===== src/rtl/fifo_pkg.sv =====
// rtl/fifo_pkg.sv - shared constants and helpers for the sync_fifo_v2 family
//
// Purpose : read-mode selectors for SHOWAHEAD and a constant clog2 helper
//           used to check that the pointer width matches the depth.
// Ports   : none (package)
package fifo_pkg;

    // Read-mode selectors for the SHOWAHEAD parameter
    localparam int SHOWAHEAD_REG  = 0;  // registered read, one cycle after rden
    localparam int SHOWAHEAD_FWFT = 1;  // first-word-fall-through

    // Smallest r with 2**r >= value; evaluated at elaboration only
    function automatic int fifo_clog2(input int value);
        int r;
        r = 0;
        for (int i = 0; i < 31; i++) begin
            if ((1 << i) < value) begin
                r = i + 1;
            end
        end
        return r;
    endfunction

endpackage


===== src/rtl/fifo_dpram.sv =====
// rtl/fifo_dpram.sv - simple dual-port storage array for sync_fifo_v2
//
// Purpose : DEPTH x WIDTH array, one synchronous write port and one
//           asynchronous read port on the same clock. Contents are never
//           reset; the FIFO control logic decides which entries are valid.
// Ports   : clk      in  1      write clock
//           wr_en    in  1      write strobe
//           wr_addr  in  PTR    write address
//           wr_data  in  WIDTH  write data
//           rd_addr  in  PTR    read address
//           rd_data  out WIDTH  mem[rd_addr]
module fifo_dpram #(
    parameter int WIDTH = 8,
    parameter int DEPTH = 16,
    parameter int PTR   = 4
) (
    input  logic             clk,
    input  logic             wr_en,
    input  logic [PTR-1:0]   wr_addr,
    input  logic [WIDTH-1:0] wr_data,
    input  logic [PTR-1:0]   rd_addr,
    output logic [WIDTH-1:0] rd_data
);

    logic [WIDTH-1:0] mem [DEPTH];

    always_ff @(posedge clk) begin
        if (wr_en) begin
            mem[wr_addr] <= wr_data;
        end
    end

    // A word written on edge N is only seen after edge N, so there is no
    // same-cycle write-to-read bypass.
    assign rd_data = mem[rd_addr];

endmodule


===== src/rtl/sync_fifo_v2.sv =====
// rtl/sync_fifo_v2.sv - single-clock FIFO with status flags and sticky errors
//
// Purpose : pointer, occupancy and flag control around one fifo_dpram.
//           SHOWAHEAD=0 gives a registered read, SHOWAHEAD=1 gives
//           first-word-fall-through with rden acting as pop-acknowledge.
// Ports   : clk           in  1      sole clock, rising edge
//           reset         in  1      synchronous active-high reset
//           clear         in  1      synchronous flush of contents
//           wren, datain  in  1/W    write request and data
//           rden          in  1      read request / pop-acknowledge
//           dataout       out WIDTH  read data
//           full, empty, almost_full, almost_empty  out  status flags
//           usedw         out PTR+1  entries stored, 0..DEPTH
//           overflow, underflow      out  sticky error flags
module sync_fifo_v2
    import fifo_pkg::*;
#(
    parameter int WIDTH     = 8,
    parameter int DEPTH     = 16,
    parameter int PTR       = 4,
    parameter int SHOWAHEAD = SHOWAHEAD_REG,
    parameter int AF_LEVEL  = DEPTH - 2,
    parameter int AE_LEVEL  = 2
) (
    input  logic             clk,
    input  logic             reset,
    input  logic             clear,
    input  logic             wren,
    input  logic [WIDTH-1:0] datain,
    input  logic             rden,
    output logic [WIDTH-1:0] dataout,
    output logic             full,
    output logic             empty,
    output logic             almost_full,
    output logic             almost_empty,
    output logic [PTR:0]     usedw,
    output logic             overflow,
    output logic             underflow
);

    // Parameter sanity checks, reported at elaboration
    if (DEPTH != (1 << PTR)) begin : g_chk_depth_pow2
        $error("sync_fifo_v2: DEPTH must equal 2**PTR");
    end
    if (PTR != fifo_clog2(DEPTH)) begin : g_chk_ptr_clog2
        $error("sync_fifo_v2: PTR must equal clog2(DEPTH)");
    end
    if (DEPTH < 4) begin : g_chk_depth_min
        $error("sync_fifo_v2: DEPTH must be at least 4");
    end
    if (AE_LEVEL >= AF_LEVEL) begin : g_chk_levels
        $error("sync_fifo_v2: AE_LEVEL must be below AF_LEVEL");
    end
    if (SHOWAHEAD != SHOWAHEAD_REG && SHOWAHEAD != SHOWAHEAD_FWFT) begin : g_chk_mode
        $error("sync_fifo_v2: SHOWAHEAD must be 0 or 1");
    end

    localparam logic [PTR:0]   DEPTH_C = (PTR+1)'(DEPTH);
    localparam logic [PTR:0]   AF_C    = (PTR+1)'(AF_LEVEL);
    localparam logic [PTR:0]   AE_C    = (PTR+1)'(AE_LEVEL);
    localparam logic [PTR-1:0] PTR_ONE = PTR'(1);

    logic [PTR-1:0]   wr_ptr_q, wr_ptr_d;
    logic [PTR-1:0]   rd_ptr_q, rd_ptr_d;
    logic [PTR:0]     usedw_q, usedw_d;
    logic             full_q, empty_q, af_q, ae_q;
    logic             ovf_q, ovf_d;
    logic             udf_q, udf_d;
    logic [WIDTH-1:0] dataout_q, dataout_d;

    logic             wr_acc;
    logic             rd_acc;
    logic [WIDTH-1:0] mem_rd;

    // clear wins over both requests; full/empty gating also resolves the
    // simultaneous-request corner cases (only the read at full, only the
    // write at empty).
    assign wr_acc = wren & ~full_q  & ~clear;
    assign rd_acc = rden & ~empty_q & ~clear;

    fifo_dpram #(
        .WIDTH (WIDTH),
        .DEPTH (DEPTH),
        .PTR   (PTR)
    ) u_mem (
        .clk     (clk),
        .wr_en   (wr_acc),
        .wr_addr (wr_ptr_q),
        .wr_data (datain),
        .rd_addr (rd_ptr_q),
        .rd_data (mem_rd)
    );

    always_comb begin
        wr_ptr_d  = wr_ptr_q;
        rd_ptr_d  = rd_ptr_q;
        usedw_d   = usedw_q;
        dataout_d = dataout_q;
        // Error flags are sticky and ignore requests made during a clear
        ovf_d     = ovf_q | (wren & full_q  & ~clear);
        udf_d     = udf_q | (rden & empty_q & ~clear);

        if (clear) begin
            wr_ptr_d = '0;
            rd_ptr_d = '0;
            usedw_d  = '0;
        end else begin
            if (wr_acc) begin
                wr_ptr_d = wr_ptr_q + PTR_ONE;
            end
            if (rd_acc) begin
                rd_ptr_d  = rd_ptr_q + PTR_ONE;
                dataout_d = mem_rd;
            end
            usedw_d = usedw_q + (PTR+1)'(wr_acc) - (PTR+1)'(rd_acc);
        end
    end

    always_ff @(posedge clk) begin
        if (reset) begin
            wr_ptr_q  <= '0;
            rd_ptr_q  <= '0;
            usedw_q   <= '0;
            full_q    <= 1'b0;
            empty_q   <= 1'b1;
            af_q      <= 1'b0;
            ae_q      <= 1'b1;
            ovf_q     <= 1'b0;
            udf_q     <= 1'b0;
            dataout_q <= '0;
        end else begin
            wr_ptr_q  <= wr_ptr_d;
            rd_ptr_q  <= rd_ptr_d;
            usedw_q   <= usedw_d;
            // Flags come from the next count so they line up with usedw
            full_q    <= (usedw_d == DEPTH_C);
            empty_q   <= (usedw_d == '0);
            af_q      <= (usedw_d >= AF_C);
            ae_q      <= (usedw_d <= AE_C);
            ovf_q     <= ovf_d;
            udf_q     <= udf_d;
            dataout_q <= dataout_d;
        end
    end

    // In show-ahead mode the head word is driven straight from storage while
    // the FIFO holds data; when empty the last popped word is held instead.
    if (SHOWAHEAD == SHOWAHEAD_FWFT) begin : g_fwft
        assign dataout = empty_q ? dataout_q : mem_rd;
    end else begin : g_reg
        assign dataout = dataout_q;
    end

    assign full         = full_q;
    assign empty        = empty_q;
    assign almost_full  = af_q;
    assign almost_empty = ae_q;
    assign usedw        = usedw_q;
    assign overflow     = ovf_q;
    assign underflow    = udf_q;

endmodule


===== config.mk =====
export PLATFORM = sky130hd
export DESIGN_NAME = sync_fifo_v2
export DESIGN_NICKNAME = d
export VERILOG_FILES = /design/src/rtl/fifo_pkg.sv /design/src/rtl/fifo_dpram.sv /design/src/rtl/sync_fifo_v2.sv
export SDC_FILE = /design/constraint.sdc
export NUM_CORES = 1
export LEC_CHECK = 0
export BUFFER_PORTS_ARGS = -buffer_cell sky130_fd_sc_hd__buf_4
export CAP_MARGIN = 20
export CORE_ASPECT_RATIO = 0.8
export CORE_MARGIN = 2
export CORE_UTILIZATION = 30
export DETAILED_ROUTE_END_ITERATION = 7
export MAX_ROUTING_LAYER = met4
export PLACE_DENSITY = 0.52
export SLEW_MARGIN = 20
export SYNTH_ARGS = -nofsm -noshare
export SYNTH_HDL_FRONTEND = slang
export SYNTH_SLANG_ARGS = --single-unit

===== constraint.sdc =====
create_clock -name clk -period 3.98 [get_ports clk]
set_clock_uncertainty 0.2 [all_clocks]
set_input_delay 1.194 -clock clk [delete_from_list [all_inputs] [get_ports clk]]
set_output_delay 1.194 -clock clk [all_outputs]
set_load 0.02 [all_outputs]

==> impl_results.md <==
* Final instance area at 0.00743 mm^2
* Layout cell share with drive strength beyond 1 at 0.234
* PwrDens at 482 mW/mm^2
* Predominant post-synthesis flop cell: edfxtp_1
* Largest net degree at the start of global routing at 35
* Cell mode on critical path: inv_1
* Rel. slew slack at 0.400
* Reg clk slew, reported paths at ~70 ps
* Clk Latency, worst-skew pair at between 400 and 500 ps
* Syn Nets at around 360
* I/O Buffers at 31
* Die height at 133 um
* Clk Tree Root Cell: clkbuf_16
* Syn Area/Cell at 18.7 um^2
* Comb pwr share at 0.044
* Leakage at approximately 2.5 nW
* Mapped cell area at about 0.0062 mm^2
* Dpl hpwl at ~8100 um
* Post-CTS Hold Buffers at 0
* DRC at 0
* Synth area leaders: edfxtp_1 (62%), mux4_1 (11%), dfxtp_1 (8.7%), mux2i_1 (2.6%), ha_1 (2.0%)
* Vias at about 3100
* Least-Margin Pin Slew at around 900 ps
* Cts bufs inserted at 17
* Post-synthesis register bit count at between 150 and 200
* Top cells by count, synth: edfxtp_1 (128), dfxtp_1 (27), mux4_1 (27)
* DR pass1 iterations at 4
* Total gr overflow at 0
* DRT iter0 DRCs at approximately 330
* Core ar. at slightly above 0.02 mm^2
* RSZ-0062 raised after global routing: false
* Critical Path Source Type: input port
* Final TNS setup at 0 ps
* CP max stage delay at just under 400 ps
* Switching power share of the total at 0.222
* RD Place Congestion at around 0.76
* Yosys warns at 0
* Crit path DAT at ~3300 ps
* EDFF count, synth at around 130
* Synth unique cells at 40
* Peak supply drop at 0.000171 V
* CTS tree: built
* Min-delay worst type: register to register
* I/O Pins at 32
* Post-CTS setup buffer count at 0
* CTS resizes at 0
* Max-cap viol count at 0
* Tmin final at roughly 3200 ps
* Starting density of the core at 0.303
* Most common cell in the netlist: edfxtp_1
* Gr usage total at 0.124
* Status: finished, final reports clean
* Sw power at 0.794 mW
* Remaining antenna violation count at 0
* Fin nets at just over 400
* CP Cell Sequence: buf_4 > inv_1 > nand3b_1 > clkinv_1 > ha_1 > inv_1 > ha_1 > inv_1 > fa_1 > nor2b_1 > o21a_1 > o21ai_1 > nor3b_2 > or2_2
* Layout area overhead at 19.6%
* Max frequency at roughly 310 MHz
* Clock power share at 0.457
* Final Setup Violations at 0
* CP max FO at 5
* Sequential fraction of the synthesis area at 0.705
* Cell taking the most area after synthesis: edfxtp_1
* Die area at about 0.022 mm^2
* H-tree Lvls at 4
* Number of global-route vias before repair at between 3000 and 4000
* WP data required at between 4000 and 5000 ps
* Gate count of the mapped netlist at between 300 and 400
* Die width at around 160 um
* Via density at about 4.7
* Clock sink total at about 160
* Fin util at 0.362
* Global-route wire length before repair at between 15000 and 20000 um
* Crit-path slowest cell: fa_1
* WL final at roughly 13000 um
* Drt wl/cell at around 19 um
* Reg power frac at 0.499
* Int Pwr at between 2 and 3 mW
* Crit end category: register
* WS Path Type: input port to register
* Initial antenna violation count at 0
* Placed inst area at a little under 0.007 mm^2
* Fraction of registers with async set/reset at 0
* # rows at 47
* Diode count at 0
* Endpoints failing hold at 0
* Max clock buf depth at 2
* Post-synth top area share at 0.618
* Final Slew Violations at 0
* Period Utilization, post-route at 0.812
==> layout make-up <==
| type | count | area, um^2 |
|---|---|---|
| Tap cell | 269 | 337 |
| Timing Repair Buffer | 52 | 390 |
| Fill cell | 1884 | 13100 |
| Sequential cell | 155 | 4390 |
| Multi-Input combinational cell | 151 | 1680 |
| Inverter | 11 | 41.3 |
| Clock buffer | 17 | 425 |
| Clock inverter | 15 | 178 |
==> power by group through the flow <==
| stage | sequential [mW] | combinational, mW | clock (mW) |
|---|---|---|---|
| floorplan | 1.84 | 0.0700 | 0 |
| global placement | 1.82 | 0.155 | 0 |
| detailed placement | 1.82 | 0.158 | 0 |
| CTS | 1.79 | 0.159 | 1.67 |
| global route | 1.79 | 0.174 | 1.74 |
| finish | 1.79 | 0.157 | 1.64 |
==> cell usage in the layout (no fill, tap or decap), types with 6 or more instances in the layout <==
master,n
mux4_1,27
ha_1,10
nand3b_1,10
inv_1,10
edfxtp_1,128
nor2_1,26
dfxtp_1,25
o221ai_1,8
nand2_1,8
clkbuf_16,17
buf_4,52
xor2_1,6
mux2i_1,16
inv_6,7
==> per-stage QoR <==
step / hold slack, ps / power [mW] / setup slack (ps) / cells
after floorplan: 294 / 1.91 / 366 / 333
after global placement: 269 / 1.98 / 353 / 638
after detailed placement: 263 / 1.98 / 316 / 638
after CTS: 278 / 3.62 / 749 / 670
after global routing: 284 / 3.70 / 600 / 670
final: 270 / 3.58 / 748 / 670
==> per-layer routing <==
layer | GRT usage | vias to the layer above | share of wire
li1 | - | 1449 | -
met1 | 0.167 | 1601 | 0.46
met2 | 0.189 | 73 | 0.47
met3 | 0.0270 | 10 | 0.059
met4 | 0.0377 | 0 | 0.0087
met5 | - | - | 0
==> cells by family after synthesis <==
family,after synthesis,share of synthesized area
buffers and inverters,27,0.0252
xor gates and xnor gates,9,0.0127
DFF,155,0.705
adders and majority gates,11,0.0233
AOI/OAI and AO/OA,19,0.0217
muxes,48,0.158
and+or+nand+nor,64,0.0539
==> critical path, delay by kind of cell <==
family / cells / cell delay, ps
and+or+nand+nor: 4 / 740
adders and majority gates: 3 / 830
AOI/OAI and AO/OA: 2 / 200
buffers and inverters: 5 / 380
==> worst paths after layout <==
check / endpoint / startpoint / cells after the start / slack (ps)
setup / recovery: almost_full / clear / 14 / 750
hold reg to reg: underflow / underflow / 2 / 270
hold / removal: underflow / underflow / 2 / 270
setup reg to reg: almost_full / empty / 12 / 1310
==> sequential cells by signal, indices dropped and copies added, names as in the netlist <==
name          flops
dataout           8
overflow          1
almost_empty      1
usedw             5
full              1
rd_ptr_q          4
u_mem.mem       128
empty             1
wr_ptr_q          4
almost_full       1
underflow         1
No activity file was read; power rests on OpenSTA's default activity.
